**src/rtl/shift_sched_pkg.sv**
```systemverilog
// Shared definitions for the shift scheduler.
// Holds the sequencer state encodings, the direction codes and a helper
// that computes the return-pass amount of a rotate.
package shift_sched_pkg;

  typedef enum logic [1:0] {
    SHS_IDLE  = 2'd0,
    SHS_PASS1 = 2'd1,
    SHS_PASS2 = 2'd2,
    SHS_DONE  = 2'd3
  } shs_state_t;

  localparam logic DIR_LEFT  = 1'b1;
  localparam logic DIR_RIGHT = 1'b0;

  // Second-pass amount of a rotate: (32 - s) mod 32, zero-extended to the
  // shifter's 32-bit amount port. Only called when s != 0, so it is 1..31.
  function automatic logic [31:0] rot_back_amt(input logic [4:0] s);
    logic [4:0] back;
    back = 5'd0 - s;
    return {27'd0, back};
  endfunction

endpackage

```
**src/rtl/shift32.sv**
```systemverilog
// SHIFT32: combinational 32-bit logical barrel shifter.
// Ports:
//   D   in  32  operand
//   S   in  32  shift amount; any amount >= 32 yields 0
//   LNR in  1   1 = left, 0 = right
//   Y   out 32  shifted operand, vacated bits zero-filled
module SHIFT32 (
  input  logic [31:0] D,
  input  logic [31:0] S,
  input  logic        LNR,
  output logic [31:0] Y
);

  // Upper-bit detect: any set bit above bit 4 means the whole word shifts out.
  always_comb begin
    if (|S[31:5]) begin
      Y = 32'd0;
    end else if (LNR) begin
      Y = D << S[4:0];
    end else begin
      Y = D >> S[4:0];
    end
  end

endmodule

```
**src/rtl/shift_sched_rr_arb2.sv**
```systemverilog
// shift_rr_arb2: two-request round-robin arbiter with a registered pointer.
// Ports:
//   CLK, RST   clock, synchronous active-high reset
//   REQ0, REQ1 requests
//   ACCEPT     the current grant is being taken; advances the pointer
//   GNT[1:0]   combinational one-hot grant (bit 0 = requester 0)
module shift_rr_arb2 #(
  parameter int RR_RESET_PRI = 0
) (
  input  logic       CLK,
  input  logic       RST,
  input  logic       REQ0,
  input  logic       REQ1,
  input  logic       ACCEPT,
  output logic [1:0] GNT
);

  // pri names the requester that wins the next tie.
  logic pri;

  always_comb begin
    GNT = 2'b00;
    if (REQ0 && REQ1) begin
      GNT = pri ? 2'b10 : 2'b01;
    end else if (REQ0) begin
      GNT = 2'b01;
    end else if (REQ1) begin
      GNT = 2'b10;
    end
  end

  // After granting requester 0 the tie goes to 1, and vice versa.
  always_ff @(posedge CLK) begin
    if (RST) begin
      pri <= (RR_RESET_PRI != 0);
    end else if (ACCEPT && (GNT != 2'b00)) begin
      pri <= GNT[0];
    end
  end

endmodule

```
**src/rtl/shift_sched.sv**
```systemverilog
// shift_sched: shares one SHIFT32 between two requesters.
// Logical shifts take one shifter pass; rotates take two (shift one way,
// shift the other way by 32-S, OR the results).
// Ports:
//   CLK, RST             clock, synchronous active-high reset
//   REQ0/1               requests, held until the matching GNT
//   D0/1, S0/1           operand and shift amount
//   LNR0/1               1 = left, 0 = right
//   ROT0/1               1 = rotate, 0 = logical shift
//   GNT0/1               one-cycle pulse, operands latched
//   DONE0/1              one-cycle pulse, Y valid for that requester
//   Y                    registered result, held until the next DONE
//   BUSY                 an operation is in flight or returning its result
module shift_sched
  import shift_sched_pkg::*;
#(
  parameter int RR_RESET_PRI = 0
) (
  input  logic        CLK,
  input  logic        RST,
  input  logic        REQ0,
  input  logic        REQ1,
  input  logic [31:0] D0,
  input  logic [31:0] D1,
  input  logic [31:0] S0,
  input  logic [31:0] S1,
  input  logic        LNR0,
  input  logic        LNR1,
  input  logic        ROT0,
  input  logic        ROT1,
  output logic        GNT0,
  output logic        GNT1,
  output logic        DONE0,
  output logic        DONE1,
  output logic [31:0] Y,
  output logic        BUSY
);

  shs_state_t  state, state_nxt;
  logic [31:0] d_q, s_q, acc;
  logic        lnr_q, rot_q, owner_q;
  logic [1:0]  gnt_sel;
  logic        accept;
  logic [31:0] sh_amt, sh_y;
  logic        sh_dir;

  assign accept = (state == SHS_IDLE) && (REQ0 || REQ1);

  // The DONE pulse is issued from IDLE, so it is folded in to keep BUSY
  // high until the result has been handed back.
  assign BUSY = (state != SHS_IDLE) || DONE0 || DONE1;

  shift_rr_arb2 #(
    .RR_RESET_PRI(RR_RESET_PRI)
  ) u_arb (
    .CLK    (CLK),
    .RST    (RST),
    .REQ0   (REQ0),
    .REQ1   (REQ1),
    .ACCEPT (accept),
    .GNT    (gnt_sel)
  );

  // Shifter is fed only from the latched operands.
  always_comb begin
    sh_amt = s_q;
    sh_dir = lnr_q;
    if (rot_q) begin
      sh_amt = {27'd0, s_q[4:0]};
    end
    if (state == SHS_PASS2) begin
      sh_amt = rot_back_amt(s_q[4:0]);
      sh_dir = (lnr_q == DIR_LEFT) ? DIR_RIGHT : DIR_LEFT;
    end
  end

  SHIFT32 u_shift (
    .D   (d_q),
    .S   (sh_amt),
    .LNR (sh_dir),
    .Y   (sh_y)
  );

  always_comb begin
    state_nxt = state;
    case (state)
      SHS_IDLE:  if (accept) state_nxt = SHS_PASS1;
      // A rotate by a multiple of 32 is complete after the first pass.
      SHS_PASS1: state_nxt = (!rot_q || (s_q[4:0] == 5'd0)) ? SHS_DONE : SHS_PASS2;
      SHS_PASS2: state_nxt = SHS_DONE;
      SHS_DONE:  state_nxt = SHS_IDLE;
      default:   state_nxt = SHS_IDLE;
    endcase
  end

  always_ff @(posedge CLK) begin
    if (RST) begin
      state   <= SHS_IDLE;
      d_q     <= 32'd0;
      s_q     <= 32'd0;
      lnr_q   <= 1'b0;
      rot_q   <= 1'b0;
      owner_q <= 1'b0;
      acc     <= 32'd0;
      Y       <= 32'd0;
      GNT0    <= 1'b0;
      GNT1    <= 1'b0;
      DONE0   <= 1'b0;
      DONE1   <= 1'b0;
    end else begin
      state <= state_nxt;
      GNT0  <= 1'b0;
      GNT1  <= 1'b0;
      DONE0 <= 1'b0;
      DONE1 <= 1'b0;
      case (state)
        SHS_IDLE: begin
          if (accept) begin
            d_q     <= gnt_sel[1] ? D1   : D0;
            s_q     <= gnt_sel[1] ? S1   : S0;
            lnr_q   <= gnt_sel[1] ? LNR1 : LNR0;
            rot_q   <= gnt_sel[1] ? ROT1 : ROT0;
            owner_q <= gnt_sel[1];
            GNT0    <= gnt_sel[0];
            GNT1    <= gnt_sel[1];
          end
        end
        SHS_PASS1: acc <= sh_y;
        SHS_PASS2: acc <= acc | sh_y;
        SHS_DONE: begin
          Y     <= acc;
          DONE0 <= ~owner_q;
          DONE1 <= owner_q;
        end
        default: ;
      endcase
    end
  end

endmodule

```
**config.mk**
```make
export PLATFORM = sky130hd
export DESIGN_NAME = shift_sched
export DESIGN_NICKNAME = d
export VERILOG_FILES = /design/src/rtl/shift_sched_pkg.sv /design/src/rtl/shift32.sv /design/src/rtl/shift_sched_rr_arb2.sv /design/src/rtl/shift_sched.sv
export SDC_FILE = /design/constraint.sdc
export NUM_CORES = 1
export LEC_CHECK = 0
export ABC_AREA = 1
export BUFFER_PORTS_ARGS = -buffer_cell sky130_fd_sc_hd__buf_2
export CORE_MARGIN = 2
export CORE_UTILIZATION = 40
export CTS_CLUSTER_DIAMETER = 200
export CTS_CLUSTER_SIZE = 25
export DETAILED_ROUTE_END_ITERATION = 6
export MAX_ROUTING_LAYER = met4
export PLACE_DENSITY = 0.6
export REMOVE_ABC_BUFFERS = 1
export SLEW_MARGIN = 20
export SYNTH_ARGS = -nofsm -noshare
export SYNTH_HDL_FRONTEND = slang
export SYNTH_HIERARCHICAL = 1
export SYNTH_SLANG_ARGS = --single-unit
```
**constraint.sdc**
```tcl
create_clock -name CLK -period 2.1 [get_ports CLK]
set_input_delay 0.315 -clock CLK [delete_from_list [all_inputs] [get_ports CLK]]
set_output_delay 0.315 -clock CLK [all_outputs]
set_load 0.02 [all_outputs]
```
==> metrics, run 1 <==
Psw 0.0107 W; final worst setup slack -0.132 ns; sw frac between 50 and 60%; RR Endpoint acc[7]; CTS buffer count 17; Reg power frac around 17%; Power Dens Cells around 1600 nW/µm²; Final Hold Fails 0; initial antenna violation count 0; hold path start S0[27]; crit path capture type flop; area delta synth->final 40.2%; Startpoint Class flop; Hold EP s_q[27]; via count 11580; leakage 6.44 nW; fin area 13300 µm²; Buffers on Ports 172; Initial Util between 40% and 50%; worst r2r path cells 17; Clk pin slew, worst setup/hold paths roughly 0.07 ns; max-cap violation count 0; Post-DP HPWL between 20 and 25 mm; RSZ-0062 raised after global routing true; cells after synthesis between 1500 and 2000; WP data required around 2.4 ns; Cell Rows 56; Global Route Usage Sum between 20% and 30%; warnings from Yosys 6; drc violations 7; crit-path max FO 12; Post-Syn Area 9460 µm²; GP Congestion around 0.99; ys async rst share 0%; Die ar. 24900 µm²; Internal about 0.010 W; Via density 5.48; Logic pwr share about 69%; most common cell after layout, fill and taps aside nand2_1; Setup TNS -2.66 ns; number of setup violations in the final report 32; Post-DP Area 10800 µm²; Setup Skew approximately 0.01 ns; DRT antenna net count 0; max-slew violations 0; 1st-iter DRT viols about 840; Synth Flop Type dfxtp_1; Hold Crit Class input port to flop; failing checks design-rule violations, negative setup slack; layout cells sized above 1 ~33%; drt pass-1 iters 7; Mean Syn Cell Area roughly 5.9 µm²; hold_buf cts 0; ant diodes 0; Reg2Reg Launch Point state[0]; CTS tree done; most frequent cells in the layout 556 x nand2_1, 231 x nand3_1, 186 x nand3_2, 171 x buf_2, 134 x dfxtp_1; Sink Count 138; Layout Nets slightly below 2000; largest net degree at the start of global routing about 100; Post-synth EDFFs 0; core area between 20000 and 25000 µm²; Seq/Total Area, Yosys 29.2%; clk_lat worst skew around 0.43 ns; hold path depth 5; first-pass GRT wire length between 50 and 60 mm; root buf cell clkbuf_16; Clock Tree Buf Depth 2; num ports ~170; status finished, violations left; crit path time final between 2 and 2.5 ns; IR drop worst, VDD ~730 µV; Slew @ Worst Pin 0.625 ns; fin crit share 106%; number of global-route vias before repair ~11000; Tot Pwr ~0.021 W; Critical Path AT approximately 2.5 ns; Die X 158 µm; GRT overflow 0; #FFs+latches synth roughly 140; Clock H-tree levels 4; Die H roughly 160 µm; share of power burned in the clock network roughly 14%; critical path class flop to flop; DR WL/cell 16.7 µm; WL final ~35 mm; Yosys cell types 33; setup slack, reg-to-reg -0.13 ns; FMAX approximately 0.45 GHz; relative slew slack about three fifths; final core utilization 56.9%; filler instances ~2300
==> logic make-up (layout without fill, tap and decap cells) <==
family	Yosys count	after routing	share of synthesized area (%)
and+or+nand+nor	1148	1148	52.2
buffers and inverters	174	354	9.57
AOI/OAI and AO/OA	146	146	7.87
DFF	138	138	29.2
adders and majority gates	7	7	0.926
xor gates and xnor gates	3	3	0.278
==> through the flow <==
step	std cells	setup slack [ns]	hold slack, ns
after floorplan	1496	-4.83	0.377
after global placement	2056	-0.289	0.417
after detailed placement	2056	-0.307	0.414
after CTS	2107	-0.0610	0.212
after global routing	2115	-0.237	0.236
final	2115	-0.132	0.222
==> power by group through the flow <==
stage          Sequential, W  Combinational, W  Clock [W]
2_1_floorplan        0.00369           0.00623          0
4_1_cts              0.00354            0.0131    0.00293
3_3_place_gp         0.00358            0.0106          0
5_1_grt              0.00361            0.0155    0.00303
6_report             0.00355            0.0145    0.00288
3_5_place_dp         0.00357            0.0105          0
==> final cells by class <==
type,count,area [µm²],share of cell area [%]
Clock inverter,13,109,0.820
Clock buffer,19,443,3.34
Inverter,54,239,1.80
Timing Repair Buffer,268,2190,16.5
Sequential cell,138,2770,20.9
Multi-Input combinational cell,1304,7120,53.6
Tap cell,319,399,3.01
==> critical path: stages (launching register included) <==
cell and delay (ns):
dfxtp_2 0.34, inv_2 0.05, ha_4 0.18, buf_4 0.15, nand2_4 0.07, o21ai_4 0.06, buf_12 0.14, inv_8 0.10
buf_12 0.15, nand3_1 0.11, nand3_1 0.16, nand3_2 0.15, nand3_1 0.11, nand2_1 0.06, nor2_1 0.10, nor2_1 0.05
nand2_1 0.07, a21oi_1 0.06
==> synth_stat cells, types with 2 or more instances <==
master / instances / area, µm²
buf_4: 14 / 105
nand4_1: 6 / 37.5
nor3_1: 3 / 15.0
nor4_1: 3 / 18.8
buf_2: 43 / 215
dfxtp_1: 138 / 2760
inv_2: 6 / 22.5
o21ai_0: 36 / 180
nand3_1: 424 / 2120
ha_1: 7 / 87.6
clkinv_1: 2 / 7.51
nor2_1: 120 / 450
nand2_1: 568 / 2130
buf_6: 12 / 135
xor2_1: 3 / 26.3
a21oi_1: 103 / 515
clkbuf_1: 43 / 161
nand2_2: 18 / 113
or3_1: 2 / 12.5
buf_1: 5 / 18.8
inv_1: 45 / 169
buf_12: 3 / 60.1
o21ai_1: 2 / 10.0
==> per-layer routing <==
layer  wire length, µm  part of all wire [%]  vias up  GRT usage (%)
li1                  -                     -     5666              -
met1             14800                    42     5323           35.8
met2             16500                    47      480           45.3
met3              2460                   7.0      111           4.63
met4              1490                   4.2        0           13.0
met5                 0                     0        -              -
==> sequential cells by signal, indices dropped and copies added, names as in the netlist <==
name       count
s_q           32
acc           32
d_q           32
u_arb/pri      1
Y             32
lnr_q          1
GNT1           1
rot_q          1
DONE0          1
owner_q        1
DONE1          1
state          2
GNT0           1
==> worst max-delay path by stage <==
stage | end | slack [ns] | start | cells after the start
final | acc[7] | -0.13 | state[0] | 17
after global routing | acc[19] | -0.24 | s_q[1] | 17
after CTS | acc[31] | -0.06 | state[0] | 16
after detailed placement | acc[1] | -0.31 | state[0] | 15
after global placement | acc[2] | -0.29 | state[0] | 13
after floorplan | acc[9] | -4.83 | state[0] | 13
==> timing repair <==
action	in CTS	in global routing
setup buffers	8	5
endpoints found under the setup margin	33	61
cloned	11	4
hold endpoints to repair	0	0
pin swaps	36	56
resized for setup	211	102
Power figures use the tool's default switching activity.
==> run 2: changes to the inputs <==
--- a/config.mk
+++ b/config.mk
@@ -6,7 +6,7 @@
 export NUM_CORES = 1
 export LEC_CHECK = 0
 export ABC_AREA = 1
-export BUFFER_PORTS_ARGS = -buffer_cell sky130_fd_sc_hd__buf_2
+export BUFFER_PORTS_ARGS = -buffer_cell sky130_fd_sc_hd__clkbuf_2
 export CORE_MARGIN = 2
 export CORE_UTILIZATION = 40
 export CTS_CLUSTER_DIAMETER = 200
==> metrics, run 2 (synthesis results as in run 1) <==
max-cap violation count 0 (unchanged); crit path capture type flop; Layout Nets 1916 (-0.52%); Die ar. 24900 µm² (unchanged); layout cells sized above 1 32.6% (+0.070 points); crit-path max FO 7 (-5); FMAX 0.444 GHz (-0.81%); Psw 0.0107 W (+0.83%); pre-CTS setup slack -0.444 ns (-0.137 ns); IR drop worst, VDD 705 µV (-3.1%); Die H 158 µm (unchanged); 1st-iter DRT viols 877 (+3.9%); Post-DP Area 10800 µm² (-0.28%); hold_buf cts 0 (unchanged); RSZ-0062 raised after global routing true; Internal 0.00997 W (-2.8%); CTS buffer count 17 (unchanged); fin area 13100 µm² (-1.0%); WL final 35.0 mm (-0.72%); most frequent cells in the layout 538 x nand2_1, 246 x nand3_1, 171 x clkbuf_2, 165 x nand3_2, 134 x dfxtp_1; Final Hold Fails 0 (unchanged); WP data required 2.46 ns (+0.06 ns); Initial Util 40.6% (unchanged); fin crit share 107% (+0.87 points); crit path time final 2.25 ns (+0.0182 ns); Clock Tree Buf Depth 2 (unchanged); GP Congestion 0.971 (-1.6%); Via density 5.46 (-0.23%); ant diodes 0 (unchanged); Tot Pwr 0.0207 W (-0.95%); drc violations 0 (-7); number of setup violations in the final report 32 (unchanged); multi-input logic area 7100 µm² (-0.30%); GRT overflow 0 (unchanged); Global Route Usage Sum 27.9% (-0.75 points); drt pass-1 iters 5 (-2); status finished, violations left; leakage 6.40 nW (-0.72%); Sequential Area 2770 µm² (unchanged); Clock H-tree levels 4 (unchanged); Sink Count 138 (unchanged); Setup Skew 0.0129 ns (+0.00288 ns); failing checks negative setup slack; max-slew violations 0 (unchanged); num ports 173 (unchanged); CTS tree done; DRT antenna net count 0 (unchanged); root buf cell clkbuf_16; Buffers on Ports 172 (unchanged); initial antenna violation count 0 (unchanged); Cell Rows 56 (unchanged); via count 11499 (-0.70%); clk_lat worst skew 0.43 ns (about the same); share of power burned in the clock network 15.1% (+1.3 points); Reg power frac 17.2% (+0.2 points); largest net degree at the start of global routing 103 (unchanged); most common cell after layout, fill and taps aside nand2_1; DR WL/cell 16.6 µm (-0.25%); core area 23300 µm² (unchanged); relative slew slack 56.5% (-1.7 points); Startpoint Class flop; Critical Path AT 2.61 ns (+0.08 ns); Power Dens Cells 1580 nW/µm² (about the same); Slew @ Worst Pin 0.653 ns (+0.0273 ns); first-pass GRT wire length 53.7 mm (-2.4%); critical path class flop to flop; filler instances 2325 (+0.65%); busiest grt layer met2; GRT met1 Usage 35.6% (-0.20 points); number of global-route vias before repair 10423 (-3.5%); met2 usage 44.7% (-0.64 points); Setup TNS -3.95 ns (-1.29 ns); Post-DP HPWL 22.7 mm (-0.18%); Logic pwr share 67.7% (-1.6 points); area delta synth->final 38.8%; sw frac 51.9% (+0.91 points); Hold Crit Class input port to flop; final worst setup slack -0.151 ns (-0.0182 ns); Die X 158 µm (unchanged); GR Util met3 3.97% (-0.66 points); Clk pin slew, worst setup/hold paths 0.08 ns (about the same)
-- run 2: cell count changes in the layout (fill, tap and decap cells not counted), moves of 6 or more --
cell      previous run  this run
inv_1               38        22
nand2_2             27        37
nand3_1            231       246
inv_2               10        26
nand3_4              8        14
nand2_4              3        11
buf_2              171         0
buf_4               50        42
clkbuf_2             0       171
a21oi_1             91        97
buf_16              10         4
nor2_1             109       115
nand3_2            186       165
nand2_1            556       538
-- run 2: cell type report --
cell class,instances,share of cell area [%]
inverters,54,1.82
multi-input cells,1304,54.0
repair buffers,258,15.5
clock buffers,17,3.24
flip-flops and latches,138,21.1
clock inverters,15,1.31
well taps,319,3.04
-- run 2: worst paths after layout --
kind / from / end / slack (ns) / depth (start not counted)
min reg2reg: owner_q / DONE0 / 0.45 / 1
max reg2reg: state[0] / acc[10] / -0.15 / 16
min: D0[25] / d_q[25] / 0.20 / 5
max: state[0] / acc[10] / -0.15 / 16
-- run 2: per-layer routing --
layer  vias to the layer above  share of wire (%)
met5                         -                  0
met4                         0                3.5
met3                        80                7.2
met2                       498                 46
met1                      5261                 43
li1                       5660                  -
-- run 2: what timing repair did --
| item | 4_1_cts | 5_1_grt |
|---|---|---|
| setup buffers | 3 | 6 |
| resized for setup | 136 | 189 |
| pin swaps | 29 | 66 |
| gates cloned | 5 | 8 |
| endpoints found under the setup margin | 33 | 61 |
-- run 2: critical path, stage by stage (launching register included) --
cell       delay, ns
dfxtp_2         0.33
inv_2           0.07
ha_4            0.18
inv_8           0.06
buf_4           0.13
nand2_1         0.05
nor2_1          0.03
or3_1           0.37
nor3_2          0.12
buf_4           0.15
nand3_4         0.10
inv_8           0.11
clkbuf_16       0.18
nand2_1         0.06
inv_1           0.05
nand2_1         0.05
a21oi_1         0.13
-- run 2: power groups by stage --
| stage | registers, W | logic [W] | clock network [W] |
|---|---|---|---|
| 6_report | 0.00356 | 0.0140 | 0.00313 |
| 5_1_grt | 0.00362 | 0.0151 | 0.00330 |
| 4_1_cts | 0.00353 | 0.0119 | 0.00319 |
| 3_5_place_dp | 0.00358 | 0.0105 | 0 |
| 3_3_place_gp | 0.00357 | 0.0105 | 0 |
| 2_1_floorplan | 0.00369 | 0.00623 | 0 |
-- run 2: metrics by stage --
stage / hold WS [ns] / instances / utilization, %
after floorplan: 0.377 / 1496 / -
after global placement: 0.419 / 2052 / 46.3
after detailed placement: 0.427 / 2052 / 46.3
after CTS: 0.188 / 2092 / 52.1
after global routing: 0.210 / 2105 / 56.3
final: 0.200 / 2105 / 56.3
==> run 3: changes to the inputs <==
--- a/config.mk
+++ b/config.mk
@@ -13,7 +13,7 @@
 export CTS_CLUSTER_SIZE = 25
 export DETAILED_ROUTE_END_ITERATION = 6
 export MAX_ROUTING_LAYER = met4
-export PLACE_DENSITY = 0.6
+export PLACE_DENSITY = 0.58
 export REMOVE_ABC_BUFFERS = 1
 export SLEW_MARGIN = 20
 export SYNTH_ARGS = -nofsm -noshare
==> constraint.sdc (replaced) <==
create_clock -name CLK -period 2.5 [get_ports CLK]
set_input_delay 0.375 -clock CLK [delete_from_list [all_inputs] [get_ports CLK]]
set_output_delay 0.375 -clock CLK [all_outputs]
set_load 0.02 [all_outputs]
==> metrics, run 3 (synthesis results as in run 1) <==
status completed; ant diodes 0 (unchanged); max-slew violations 0 (unchanged); crit path capture type flop; Final Hold Fails 0 (unchanged); met3 WL 1.96 mm (-22%); Post-DP HPWL 22.7 mm (about the same); Logic pwr share 62.7% (-5.0 points); initial antenna violation count 0 (unchanged); Setup TNS 0 ns (+3.95 ns); Global Route Usage Sum 26.4% (-1.4 points); DRT antenna net count 0 (unchanged); final hold slack 0.266 ns (+0.0659 ns); crit path time final 2.41 ns (+0.157 ns); Power Dens Cells 1280 nW/µm² (-19%); Clk pin slew, worst setup/hold paths 0.07 ns (about the same); Internal 0.00711 W (-29%); share of power burned in the clock network 17.1% (+2.0 points); root buf cell clkbuf_16; met2 wire len 15.2 mm (-6.1%); largest net degree at the start of global routing 71 (-31%); IR drop worst, VDD 569 µV (-19%); area delta synth->final 20.8%; GRT overflow 0 (unchanged); sw frac 51.5% (-0.37 points); Die H 158 µm (unchanged); FMAX 0.415 GHz (-6.5%); Die X 158 µm (unchanged); Sink Count 138 (unchanged); core area 23300 µm² (unchanged); Die ar. 24900 µm² (unchanged); Via density 5.33 (-2.5%); Psw 0.00755 W (-30%); Met1 Wirelength 14.2 mm (-5.5%); GP Congestion 0.984 (+1.4%); Tot Pwr 0.0147 W (-29%); layout cells sized above 1 17.5% (-15 points); relative slew slack 38.3% (-18 points); RSZ-0062 raised after global routing true; max-cap violation count 0 (unchanged); Reg power frac 20.2% (+3.0 points); Layout Nets 1886 (-1.6%); number of setup violations in the final report 0 (-100%); fin crit share 96.3% (-11 points); Setup Skew 0.0109 ns (-0.00205 ns); Buffers on Ports 172 (unchanged); WP data required 2.81 ns (+0.35 ns); WL final 32.2 mm (-7.8%); 1st-iter DRT viols 1031 (+18%); Hold Crit Class input port to flop; number of global-route vias before repair 10149 (-2.6%); leakage 5.62 nW (-12%); Initial Util 40.6% (unchanged); num ports 173 (unchanged); crit-path max FO 27 (+20); Startpoint Class flop; Critical Path AT 2.71 ns (+0.10 ns); Clock Tree Buf Depth 2 (unchanged); most common cell after layout, fill and taps aside nand2_1; Slew @ Worst Pin 0.921 ns (+0.269 ns); critical path class flop to flop; clk_lat worst skew 0.43 ns (about the same); Cell Rows 56 (unchanged); most frequent cells in the layout 568 x nand2_1, 421 x nand3_1, 171 x clkbuf_2, 137 x dfxtp_1, 117 x nor2_1; CTS tree done; top routing layer in use met4; Clock H-tree levels 4 (unchanged); drt pass-1 iters 6 (+1); CTS buffer count 17 (unchanged); via count 11050 (-3.9%); DR WL/cell 15.5 µm (-6.5%); pre-CTS setup slack -0.0196 ns (+0.425 ns); first-pass GRT wire length 50.8 mm (-5.3%); final worst setup slack 0.0926 ns (+0.243 ns); drc violations 0 (unchanged)
==> run 3: timing repair <==
item / CTS / global route
buffers inserted: 0 / 5
pin swaps: 0 / 3
gates resized for setup: 2 / 23
endpoints found under the setup margin: 15 / 32
gates cloned: 0 / 5
hold buffers: 0 / 0
==> run 3: per-layer routing <==
metal / track usage, % / up-vias
li1: - / 5576
met1: 34.1 / 5035
met2: 42.7 / 385
met3: 3.67 / 54
met4: 8.74 / 0
met5: - / -
==> run 3: area by class of cell <==
type,count,area (µm²)
fill,2550,11900
multi-input combinational,1304,5900
sequential,138,2760
timing repair buffer,228,1580
clock buffer,17,425
tap,319,399
inverter,54,221
clock inverter,15,145
==> run 3: final timing paths <==
path	startpoint	end	slack [ns]	cells past startpoint
hold reg to reg	owner_q	DONE0	0.42	1
hold / removal	S0[28]	s_q[28]	0.27	5
setup reg to reg	state[0]	acc[0]	0.09	15
setup / recovery	state[0]	acc[0]	0.09	15
==> run 3: through the flow <==
| stage | cells | instance area, µm² | utilization [%] |
|---|---|---|---|
| after floorplan | 1496 | 8770 | - |
| after global placement | 2033 | 10600 | 45.5 |
| after detailed placement | 2033 | 10600 | 45.5 |
| after CTS | 2065 | 11200 | 48.0 |
| after global routing | 2075 | 11400 | 49.0 |
| final | 2075 | 11400 | 49.0 |
==> run 3: critical path, cell delays in order (launching register included) <==
cell       delay, ns
dfxtp_1         0.33
inv_1           0.06
ha_2            0.21
buf_4           0.17
o21ai_4         0.24
buf_4           0.20
clkbuf_16       0.21
nand3_1         0.11
nand3_1         0.12
nand3_1         0.17
nand3_1         0.13
nand3_1         0.08
nand2_1         0.08
inv_1           0.04
nand2_1         0.05
a21oi_1         0.06
==> run 3: power by group through the flow <==
stage	sequential (W)	clock [W]	combinational (W)
floorplan	0.00310	0	0.00524
global placement	0.00300	0	0.00866
detailed placement	0.00301	0	0.00863
CTS	0.00296	0.00254	0.00868
global route	0.00302	0.00265	0.0101
finish	0.00296	0.00250	0.00920
